## config.mk

```make
export PLATFORM = sky130hd
export DESIGN_NAME = brc
export DESIGN_NICKNAME = d
export VERILOG_FILES = /design/src/rtl/brc_pkg.sv /design/src/rtl/brc_cmp4.sv /design/src/rtl/brc.sv
export SDC_FILE = /design/constraint.sdc
export NUM_CORES = 1
export LEC_CHECK = 0
export CORE_ASPECT_RATIO = 1.2
export CORE_UTILIZATION = 36
export DETAILED_ROUTE_END_ITERATION = 10
export PLACE_DENSITY = 0.9
export SYNTH_ARGS = -nofsm -noshare
export SYNTH_HDL_FRONTEND = slang
export SYNTH_SLANG_ARGS = --single-unit
```

## constraint.sdc

```tcl
create_clock -name vclk -period 3.86
set_clock_uncertainty 0.05 [all_clocks]
set_input_delay 0.579 -clock vclk [all_inputs]
set_output_delay 0.579 -clock vclk [all_outputs]
set_load 0.02 [all_outputs]
```

## src/rtl/brc_pkg.sv

```systemverilog
// Shared constants for the RV32I branch comparator: default operand width
// and the nibble-slice geometry used by the structural compare tree.
package brc_pkg;

  // Default operand width (RV32I register width).
  localparam int BRC_DATA_W = 32;

  // Width of one compare slice; the tree is built from nibbles.
  localparam int BRC_SLICE_W = 4;

  // Number of slices for the default operand width.
  localparam int BRC_NUM_SLICES = BRC_DATA_W / BRC_SLICE_W;

endpackage : brc_pkg

```

## src/rtl/brc_cmp4.sv

```systemverilog
// 4-bit unsigned slice comparator. Produces "a less than b" and "a equal b"
// from per-bit terms, resolving MSB-first, without relational operators.
module brc_cmp4 (
  input  logic [3:0] a,
  input  logic [3:0] b,
  output logic       lt,
  output logic       eq
);

  logic [3:0] bit_eq_s;
  logic [3:0] bit_lt_s;

  // A bit position is "equal" when both bits match, "less" when a=0 and b=1.
  assign bit_eq_s = ~(a ^ b);
  assign bit_lt_s = ~a & b;

  // The highest differing bit decides the ordering of the slice.
  assign lt = bit_lt_s[3] |
              (bit_eq_s[3] & (bit_lt_s[2] |
              (bit_eq_s[2] & (bit_lt_s[1] |
              (bit_eq_s[1] &  bit_lt_s[0])))));

  assign eq = &bit_eq_s;

endmodule : brc_cmp4

```

## src/rtl/brc.sv

```systemverilog
// Branch comparator for the RV32I core. Reports rs1 < rs2 (signed or
// unsigned as chosen by i_br_un) and rs1 == rs2. The result is built from
// nibble slices combined MSB-first, with the signed fix-up applied only at
// the top bit. An optional output register stage serves pipelined builds.
module brc
  import brc_pkg::*;
#(
  parameter int DATA_W  = BRC_DATA_W,
  parameter int REG_OUT = 0
) (
  input  logic              i_clk,
  input  logic              i_rst_n,
  input  logic [DATA_W-1:0] i_rs1_data,
  input  logic [DATA_W-1:0] i_rs2_data,
  input  logic              i_br_un,
  output logic              o_br_less,
  output logic              o_br_equal
);

  localparam int  NUM_SLICES = DATA_W / BRC_SLICE_W;
  localparam bit  USE_REG    = (REG_OUT != 0);

  logic [NUM_SLICES-1:0] slice_lt_s;
  logic [NUM_SLICES-1:0] slice_eq_s;

  logic lt_acc_s;
  logic eq_acc_s;
  logic ult_s;
  logic equal_s;
  logic msb_diff_s;
  logic less_s;

  logic less_r;
  logic equal_r;

  // One unsigned comparator per nibble of the operands.
  for (genvar g = 0; g < NUM_SLICES; g++) begin : g_slice
    brc_cmp4 u_cmp4 (
      .a  (i_rs1_data[g*BRC_SLICE_W +: BRC_SLICE_W]),
      .b  (i_rs2_data[g*BRC_SLICE_W +: BRC_SLICE_W]),
      .lt (slice_lt_s[g]),
      .eq (slice_eq_s[g])
    );
  end

  // Fold the slice results MSB-first: a lower slice only matters while
  // every slice above it is equal.
  always_comb begin
    lt_acc_s = 1'b0;
    eq_acc_s = 1'b1;
    for (int i = NUM_SLICES - 1; i >= 0; i--) begin
      lt_acc_s = lt_acc_s | (eq_acc_s & slice_lt_s[i]);
      eq_acc_s = eq_acc_s & slice_eq_s[i];
    end
    ult_s   = lt_acc_s;
    equal_s = eq_acc_s;
  end

  assign msb_diff_s = i_rs1_data[DATA_W-1] ^ i_rs2_data[DATA_W-1];

  // Signed fix-up: with differing sign bits the negative operand (MSB=1)
  // is the smaller one; with equal sign bits the unsigned order holds.
  always_comb begin
    less_s = 1'b0;
    if (i_br_un) begin
      less_s = ult_s;
    end else if (msb_diff_s) begin
      less_s = i_rs1_data[DATA_W-1];
    end else begin
      less_s = ult_s;
    end
  end

  // Optional pipeline register; reset clears both flags asynchronously.
  always_ff @(posedge i_clk or negedge i_rst_n) begin
    if (!i_rst_n) begin
      less_r  <= 1'b0;
      equal_r <= 1'b0;
    end else begin
      less_r  <= less_s;
      equal_r <= equal_s;
    end
  end

  assign o_br_less  = USE_REG ? less_r  : less_s;
  assign o_br_equal = USE_REG ? equal_r : equal_s;

endmodule : brc

```

; ---- Word-level counts from Yosys, hierarchy flattened
; Cells that the tools add are included.
[classes]
n_reduce_logical = 8
mux = 2
bitwise = 102
[ops]
columns = cell, count
row1 = inverter 4 bit, 16
row2 = AND 1 bit, 38
row3 = AND 4 bit, 8
row4 = AND reduction 4 bit, 8
row5 = bitwise XOR 4 bit, 8
row6 = bitwise OR 1 bit, 31
row7 = two-way mux 1 bit, 2
row8 = bitwise XOR 1 bit, 1
[totals]
output_inout_bits = 2
in_bits = 67
word_cells = 112
register_bits = 0

; ---- Depth between registers and ports, before layout
[logic_depth]
depth_word = 18
depth_mapped = 7
ltp_nobuf = 7

; ---- Hierarchy
; Synthesis repeated with hierarchy kept, for this count alone.
[unflattened]
hier_cells = 119
hier_area_um2 = 825.8
[by_module_without_submodules]
columns = module, seq_area_each_um2, area_per_inst_um2, cells_each, n_inst
row1 = brc_cmp4, 0.0, 92.6, 13, 8
row2 = brc, 0.0, 85.1, 15, 1

; ---- Worst setup path after synthesis
; Ideal clock, no wire load.
[synth_path]
path_type = input port to output port
start = in i_rs1_data[14]
end = out o_br_equal
path_buffers = 0
path_slack_ps = 936
arrival_time_ps = 2295
t_required_ps = 3231
stages = 5
cell_sequence = inv_1 ha_1 nand4_1 or4_1 nor4_1
[synth_via]
elab_chain_len = 7
[synth_rtl]
columns = element, line_no
row1 = start: declaration, brc.sv:13  ; input logic [DATA_W-1:0] i_rs1_data,
row2 = bitwise XOR 4 bit, brc_cmp4.sv:14  ; assign bit_eq_s = ~(a ^ b);
row3 = inverter 4 bit, brc_cmp4.sv:14
row4 = AND reduction 4 bit, brc_cmp4.sv:23  ; assign eq = &bit_eq_s;
row5 = AND 1 bit (4 in series), brc.sv:53  ; eq_acc_s = eq_acc_s & slice_eq_s[i];
row6 = end: declaration, brc.sv:17  ; output logic o_br_equal
; Every way passes these cells.

; ---- Worst setup path after layout
[layout_path]
start = in i_rs1_data[31]
end = out o_br_equal
[layout_via]
elab_chain_len = 10
[layout_rtl]
columns = element, line_no
row1 = bitwise XOR 4 bit, brc_cmp4.sv:14
row2 = inverter 4 bit, brc_cmp4.sv:14
row3 = AND reduction 4 bit, brc_cmp4.sv:23
row4 = AND 1 bit (7 in series), brc.sv:53
; Every way passes these cells.

==> impl_metrics.tcl <==
set metrics [dict create \
    seq_cell_count 0 \
    cpMaxStageDelayCell "clkdlybuf4s50_1" \
    post-route-drc-count 0 \
    fillers 171 \
    ant_nets 0 \
    path_cells "clkdlybuf4s50_1 -> inv_1 -> ha_1 -> nand4_1 -> nor4_2 -> nand4_1 -> nor4_1 -> dlymetal6s2s_1" \
    fp-row-count 18 \
    layout_min_cycle_time_ns 3.35 \
    avgSynthCellArea_um2 7.14 \
    worst_pin_slew_ns 0.372 \
    critPathBufInv 3 \
    vias_per_cell 5.02 \
    cp.required_ns 3.23 \
    holdCritStartpoint "i_br_un" \
    final_max_slew_viol_count 0 \
    ys_seq_area_share_pct 0 \
    hold_violations 0 \
    utilization_pct 72.6 \
    synth.distinct_cells 23 \
    yosysWarnings 0 \
    cellPowerDensity_nw_per_um2 96.3 \
    rsz0062_at_grt "false" \
    start_util_pct 38.5 \
    status "finished, final reports clean" \
    final-seq-area_um2 0 \
    antenna_found_initial 0 \
    drive_gt1_share_pct 1.11 \
    fmax_mhz 299 \
    endpoint_kind "output pin" \
    hold_class "input port to output pin" \
    wl_mm 2.37 \
    path_max_fanout 5 \
    io_buffer_count 67 \
    synth_commonest_cells "ha_1, inv_1, a21oi_1" \
    cts_hold_buf 0 \
    cp-start-kind "input port" \
    track_usage_pct 20.8 \
    post_drt_wl_per_cell_um 11.3 \
    grt_overflow 0 \
    relSlewSlack_pct 74.6 \
    peakVddDrop_uv 56.3 \
    globalplace.congestion 0.810 \
    drt_first_pass_iters 4 \
    setup_viol 0 \
    dieArea_um2 2440 \
    area_growth_pct 88.4 \
    path_delay_family "simple AND/OR/NAND/NOR gates" \
    synth.largest_area_cell "ha_1" \
    core_um2 2090 \
    grt_pass1_vias 1054 \
    period_share_pct 86.8 \
    finalSetupTns_ns 0 \
    io_pins 69 \
    cpPeakStageDelay_ns 0.49 \
    max_cap_viol_count 0 \
    vias 1055 \
    syn-num-nets 212 \
    layout.nets 281 \
    holdPathStages 4 \
    syn_area_um2 807 \
    holdPathEnd "o_br_less" \
    synthCells 113 \
    startpoint "i_rs1_data[31]" \
    nClkBuffers 0 \
    synthTopCellsByArea "ha_1, inv_1, a21oi_1, nand4_1, nand2_1" \
    worst_path_most_repeated_cell "nand4_1" \
    fp.dieW_um 45.2 \
    synth_top_area_share_pct 49.6 \
    hpwlAfterDp_mm 2.25 \
    power_mw 0.146 \
    worstPathArrival_ns 2.72 \
    grt_pass1_wl_mm 3.88 \
    p_leak_nw 0.802 \
    num_antenna_cells 0 \
    hold-worst-slack_ns 1.99 \
    grt_max_degree 6 \
    dr.first_iter.drc_count 8 \
    critPathKind "input port to output pin" \
    fp.dieH_um 53.9 \
]
[worst max path at each step]
stage / endpoint / slack [ns] / depth (start not counted)
2_1_floorplan: o_br_equal / 0.94 / 5
3_3_place_gp: o_br_less / 0.13 / 9
3_5_place_dp: o_br_equal / 0.12 / 8
4_1_cts: o_br_equal / 0.07 / 8
5_1_grt: o_br_equal / 0.30 / 8
6_report: o_br_equal / 0.51 / 8
[cells by family (layout without fill, tap and decap cells)]
family | count (synthesis) | after routing | synth area share (%)
adders and majority gates | 32 | 32 | 49.6
AOI/OAI and AO/OA | 25 | 25 | 19.7
and+or+nand+nor | 24 | 24 | 15.8
buffers and inverters | 32 | 99 | 14.9
[area by class of cell]
cell class                      instances  area, µm²  area share [%]
Inverter                               32        120            7.90
Multi-Input combinational cell         81        687            45.2
Tap cell                               30       37.5            2.47
Timing Repair Buffer                   67        676            44.4
[stage by stage]
stage                     setup WS (ns)  instances  cell area (µm²)
after floorplan                   0.936        113              807
after global placement            0.128        210             1520
after detailed placement          0.116        210             1520
after CTS                        0.0711        210             1520
after global routing              0.297        210             1520
final                             0.510        210             1520
[per-layer routing]
| layer | up-vias | global-route usage, % | wire length [µm] |
|---|---|---|---|
| li1 | 531 | - | - |
| met1 | 475 | 19.2 | 830 |
| met2 | 47 | 45.9 | 1370 |
| met3 | 2 | 2.68 | 153 |
| met4 | 0 | 3.54 | 11 |
| met5 | - | 0 | 0 |
[cell usage in the layout, fill, tap and decap left out]
master | Yosys | final
a21oi_1 | 12 | 12
a211o_1 | 1 | 1
nand2_2 | 1 | 1
o21a_1 | 1 | 1
dlymetal6s2s_1 | 0 | 2
and2_1 | 1 | 1
nor3_1 | 1 | 1
or4_1 | 1 | 1
o22ai_1 | 1 | 1
nor4_2 | 1 | 1
ha_1 | 32 | 32
a221o_1 | 1 | 1
a211oi_1 | 1 | 1
o2bb2ai_1 | 1 | 1
nand3_1 | 3 | 3
clkdlybuf4s50_1 | 0 | 65
inv_1 | 32 | 32
a21o_1 | 3 | 3
nor2_1 | 2 | 2
a2111oi_0 | 1 | 1
nor4_1 | 1 | 1
nand4_1 | 5 | 5
nand2_1 | 8 | 8
o21ai_0 | 2 | 2
o221ai_1 | 1 | 1
[repair_timing]
action | CTS | global route
endpoints found under the setup margin | 0 | 2
setup buffers | 0 | 0
gates resized for setup | 0 | 2
[where the power goes]
group | internal, mW | total, mW | leakage [nW] | switching, mW
clock network | 0 | 0 | 0 | 0
logic | 0.0936 | 0.146 | 0.802 | 0.0529
registers | 0 | 0 | 0 | 0
(Power assumes the default switching activity.)
